### src/rtl/mash_accumulator.sv
// mash_accumulator
// Three cascaded WIDTH-bit accumulators forming the front end of a MASH 1-1-1
// sigma-delta modulator.
// Stage 1 integrates the applied fractional word. Each later stage integrates
// the residue left in the stage before it. The registered carries c1..c3 feed
// the downstream noise-shaping differentiator.
//
// Ports
//   clk          single clock; all state changes on its rising edge
//   rst_n        asynchronous active-low reset
//   en           advance accumulators and dither LFSR this cycle
//   clear        synchronous clear of accumulators, carries and LFSR
//   frac_in      unsigned fractional word to capture
//   frac_load    capture strobe for frac_in (honoured regardless of en/clear)
//   dither_en    add a 1-LSB pseudo-random dither to the applied word
//   c1, c2, c3   registered carries of stages 1, 2 and 3
//   frac_active  word currently applied to stage 1
//   load_ack     one-cycle pulse after each capture
module mash_accumulator #(
  parameter int               WIDTH = 16,
  parameter logic [WIDTH-1:0] SEED  = 16'hACE1
) (
  input  logic             clk,
  input  logic             rst_n,
  input  logic             en,
  input  logic             clear,
  input  logic [WIDTH-1:0] frac_in,
  input  logic             frac_load,
  input  logic             dither_en,
  output logic             c1,
  output logic             c2,
  output logic             c3,
  output logic [WIDTH-1:0] frac_active,
  output logic             load_ack
);

  logic [WIDTH-1:0] acc1, acc2, acc3;
  logic [WIDTH-1:0] lfsr;
  logic             lfsr_fb;
  logic             dither_bit;
  logic [WIDTH-1:0] frac_eff;
  logic [WIDTH:0]   s1, s2, s3;

  // Fibonacci feedback. For WIDTH=16 these are taps 16,14,13,11, a
  // maximal-length polynomial.
  assign lfsr_fb = lfsr[WIDTH-1] ^ lfsr[WIDTH-3] ^ lfsr[WIDTH-4] ^ lfsr[WIDTH-6];

  // Dither is suppressed when the word is all ones. Adding 1 would wrap the
  // word to zero and collapse the average instead of nudging it up.
  assign dither_bit = dither_en & lfsr[0] & ~(&frac_active);
  assign frac_eff   = frac_active + {{(WIDTH-1){1'b0}}, dither_bit};

  // One combinational chain per cycle. Each stage sees the sum from the
  // stage before it, not the previous stage's registered value.
  assign s1 = {1'b0, acc1} + {1'b0, frac_eff};
  assign s2 = {1'b0, acc2} + {1'b0, s1[WIDTH-1:0]};
  assign s3 = {1'b0, acc3} + {1'b0, s2[WIDTH-1:0]};

  // Word capture is independent of clear and en.
  // When clear and frac_load arrive together, both take effect at the same edge.
  always_ff @(posedge clk or negedge rst_n) begin
    if (!rst_n) begin
      acc1        <= '0;
      acc2        <= '0;
      acc3        <= '0;
      c1          <= 1'b0;
      c2          <= 1'b0;
      c3          <= 1'b0;
      lfsr        <= SEED;
      frac_active <= '0;
      load_ack    <= 1'b0;
    end else begin
      load_ack <= frac_load;
      if (frac_load) begin
        frac_active <= frac_in;
      end

      if (clear) begin
        acc1 <= '0;
        acc2 <= '0;
        acc3 <= '0;
        c1   <= 1'b0;
        c2   <= 1'b0;
        c3   <= 1'b0;
        lfsr <= SEED;
      end else if (en) begin
        acc1 <= s1[WIDTH-1:0];
        acc2 <= s2[WIDTH-1:0];
        acc3 <= s3[WIDTH-1:0];
        c1   <= s1[WIDTH];
        c2   <= s2[WIDTH];
        c3   <= s3[WIDTH];
        lfsr <= {lfsr[WIDTH-2:0], lfsr_fb};
      end else begin
        // Paused: the accumulators and LFSR hold.
        // The carries drop to zero, so the shaper sees no spurious pulses.
        c1 <= 1'b0;
        c2 <= 1'b0;
        c3 <= 1'b0;
      end
    end
  end

endmodule

### config.mk
export PLATFORM = sky130hd
export DESIGN_NAME = mash_accumulator
export DESIGN_NICKNAME = d
export VERILOG_FILES = /design/src/rtl/mash_accumulator.sv
export SDC_FILE = /design/constraint.sdc
export NUM_CORES = 1
export LEC_CHECK = 0
export ABC_AREA = 1
export BUFFER_PORTS_ARGS = -buffer_cell sky130_fd_sc_hd__buf_2
export CELL_PAD_IN_SITES_DETAIL_PLACEMENT = 0
export CELL_PAD_IN_SITES_GLOBAL_PLACEMENT = 1
export CORE_ASPECT_RATIO = 1.4
export CORE_MARGIN = 2
export CORE_UTILIZATION = 40
export DETAILED_ROUTE_END_ITERATION = 10
export PLACE_DENSITY = 0.86
export SLEW_MARGIN = 20
export SYNTH_ARGS = -nofsm -noshare
export SYNTH_HDL_FRONTEND = slang
export SYNTH_SLANG_ARGS = --single-unit
export TNS_END_PERCENT = 50
### constraint.sdc
create_clock -name clk -period 4.7 [get_ports clk]
set_input_delay 0.235 -clock clk [delete_from_list [all_inputs] [get_ports clk]]
set_output_delay 0.235 -clock clk [all_outputs]
set_load 0.01 [all_outputs]
==> metrics.txt <==
Synth Flop Type=dfrtp_1; commonest cells after routing, fill and taps aside=260 x nand2_1, 157 x buf_4, 138 x inv_1; Top cell by count, worst path=nand2_2; largest net degree at the start of global routing=54; clock slew at reported path FFs=about 0.08 ns; setup_tns=-0.199 ns; Layout Nets=about 1200; Critical Path AT=approximately 5.0 ns; CTS tree=yes; Syn Area/Cell=just under 7 um2; fmax=roughly 210 MHz; Final Hold Vio Count=0; Data required, critical path=~4.9 ns; fraction of layout cells with a size suffix above 1=approximately 41%; GRT overflow=0; wire length per cell=14.1 um; number of I/O pins=between 40 and 50; final wirelength=18700 um; Async S/R FF share, synth=100%; drt initial violations=a little over 200; clk_lat worst skew=0.35 ns; CTS Buf Count=9; Die X=approximately 110 um; vias per cell=between 4 and 5; Final Cycle Share=102%; number of flops mapped to enable cells by yosys=0; Netlist Area Pre-Place=between 6000 and 7000 um2; fin worst setup slack=-0.0966 ns; H-Tree Level Count=3; Slew Limit Fails=0; gpl congestion=just under 0.9; 1st-pass router iterations=6; drt drc=0; worst vdd ir=0.000273 V; placed inst area=between 7000 and 8000 um2; Ys Warns=0; commonest non-fill, non-tap cell in the layout=nand2_1; Die Ht=~150 um; Final Critical Period=about 4.8 ns; Fillers=roughly 1300; std cell rows=between 50 and 60; Least-Margin Pin Slew=roughly 1.1 ns; run status=finished with violations; Core ar.=about 16000 um2; total of max-cap violations=0; cell area after layout=around 9500 um2; sequential area share after synthesis=33.2%; dpl ws=-0.603 ns; Max Fanout on Critical Path=5; GRT Util Overall=around 22%; final setup fails=3; worst min path class=in -> reg; flop and latch count out of synthesis=84; TritonCTS Sinks=84; CP Launch Type=flop; diode count=0; first-pass GRT wire length=roughly 30000 um; routed vias=6492; Synth Instances=between 900 and 1000; hold slack=0.0880 ns; Slew headroom=between 20% and 30%; area growth from synthesis to layout=49.0%; Clock Skew=0.00857 ns; DP HPWL=about 13000 um; Clock Path Buffers=2; Initial Util=around 40%; PortBufs=roughly 40; Root Driver=clkbuf_16; initial antenna violation count=0; Post-DRT Antenna Nets=0; PD cells=711 nW/um2; Worst path slowest cell=dfstp_2; die area=around 17000 um2; WS Path Type=reg -> reg; Lkg Pwr=~5.1 nW; vias in the first global route=roughly 6700; slowest cell delay on critical path=around 0.54 ns; CP endpoint kind=flop; Netlist cell types=38; RSZ-0062 raised after global routing=true; Post-Syn Nets=1000; failing checks=negative setup slack; final core utilization=between 60% and 70%
==> layer usage <==
| metal | global-route usage [%] | vias to the layer above | part of all wire [%] |
|---|---|---|---|
| li1 | - | 3289 | - |
| met1 | 23.2 | 3025 | 40 |
| met2 | 42.0 | 128 | 54 |
| met3 | 1.94 | 50 | 2.4 |
| met4 | 10.1 | 0 | 3.9 |
| met5 | 0 | - | 0 |
==> final cells by class <==
class,count,area [um2],area share (%)
multi-input combinational,661,4740,50.0
sequential,84,2110,22.3
timing repair buffer,206,1480,15.6
inverter,162,611,6.43
tap,196,245,2.58
clock buffer,9,225,2.37
clock inverter,7,76.3,0.804
==> critical path, delay by kind of cell (launching register included) <==
kind,cells,cell delay (ns)
AO/OA/AOI/OAI,2,0.34
adder cells (fa/ha/maj),4,1.12
AND/OR/NAND/NOR,22,2.15
buffers and inverters,4,0.37
XOR/XNOR,1,0.16
flip-flops,1,0.54
==> registers in the layout, summed over array words and instances (netlist names) <==
name and count:
acc3 16, c3 1, lfsr 16, c1 1, acc1 16, load_ack 1, frac_active 16, acc2 16
c2 1
==> Yosys cell counts (2+ instances only) <==
| cell type | n | share of area (%) |
|---|---|---|
| xor2_2 | 2 | 0.51 |
| nand3_1 | 52 | 4.1 |
| nor3_2 | 3 | 0.47 |
| xnor2_1 | 4 | 0.55 |
| dfstp_2 | 8 | 3.3 |
| and2_1 | 15 | 1.5 |
| nand2_2 | 7 | 0.69 |
| o22ai_1 | 10 | 0.98 |
| nand3b_1 | 5 | 0.59 |
| nand2_1 | 333 | 20 |
| nor2_1 | 38 | 2.2 |
| clkbuf_1 | 9 | 0.53 |
| a21oi_1 | 36 | 2.8 |
| buf_1 | 3 | 0.18 |
| inv_1 | 160 | 9.4 |
| a22o_1 | 5 | 0.69 |
| fa_1 | 3 | 0.94 |
| nand3_2 | 3 | 0.47 |
| inv_2 | 2 | 0.12 |
| nor2_2 | 2 | 0.20 |
| nor3_1 | 17 | 1.3 |
| nand4_1 | 6 | 0.59 |
| a22oi_1 | 6 | 0.71 |
| xor2_1 | 22 | 3.0 |
| buf_2 | 3 | 0.24 |
| mux2_2 | 4 | 0.71 |
| o31ai_1 | 2 | 0.24 |
| o21ai_0 | 25 | 2.0 |
| dfrtp_1 | 76 | 30 |
| ha_1 | 53 | 10 |
==> power breakdown <==
group          switching, W  internal [W]
registers          0.000129      0.000873
clock network      0.000366      0.000380
logic               0.00258       0.00242
==> repair_timing <==
item,CTS,global route
hold buffers,1,0
endpoints found under the setup margin,11,13
buffers inserted,22,14
gates resized for setup,139,118
pin swaps,58,74
hold endpoints to repair,29,0
==> worst paths after layout <==
kind,startpoint,end,slack [ns],depth (start not counted)
min in group asynchronous,rst_n,lfsr[14],0.38,2
max in group asynchronous,rst_n,acc2[11],3.25,3
setup / recovery,lfsr[0],acc3[13],-0.1,33
hold reg to reg,lfsr[6],lfsr[7],0.49,2
hold / removal,frac_in[1],frac_active[1],0.09,3
setup reg to reg,lfsr[0],acc3[13],-0.1,33
==> cell families (layout without fill, tap and decap cells) <==
logic type               Yosys count  count (layout)  synth area share [%]
AO/OA/AOI/OAI                     89              89                  7.99
XOR/XNOR                          28              28                  4.09
adder cells (fa/ha/maj)           56              56                  11.4
buffers and inverters            177             384                  10.5
flip-flops                        84              84                  33.2
multiplexers                       4               4                 0.707
AND/OR/NAND/NOR                  484             484                  32.2
==> through the flow <==
stage,total power (W),cells
after floorplan,0.00299,922
after global placement,0.00422,1273
after detailed placement,0.00426,1273
after CTS,0.00594,1312
after global routing,0.00727,1325
final,0.00675,1325
(Power assumes the default switching activity.)
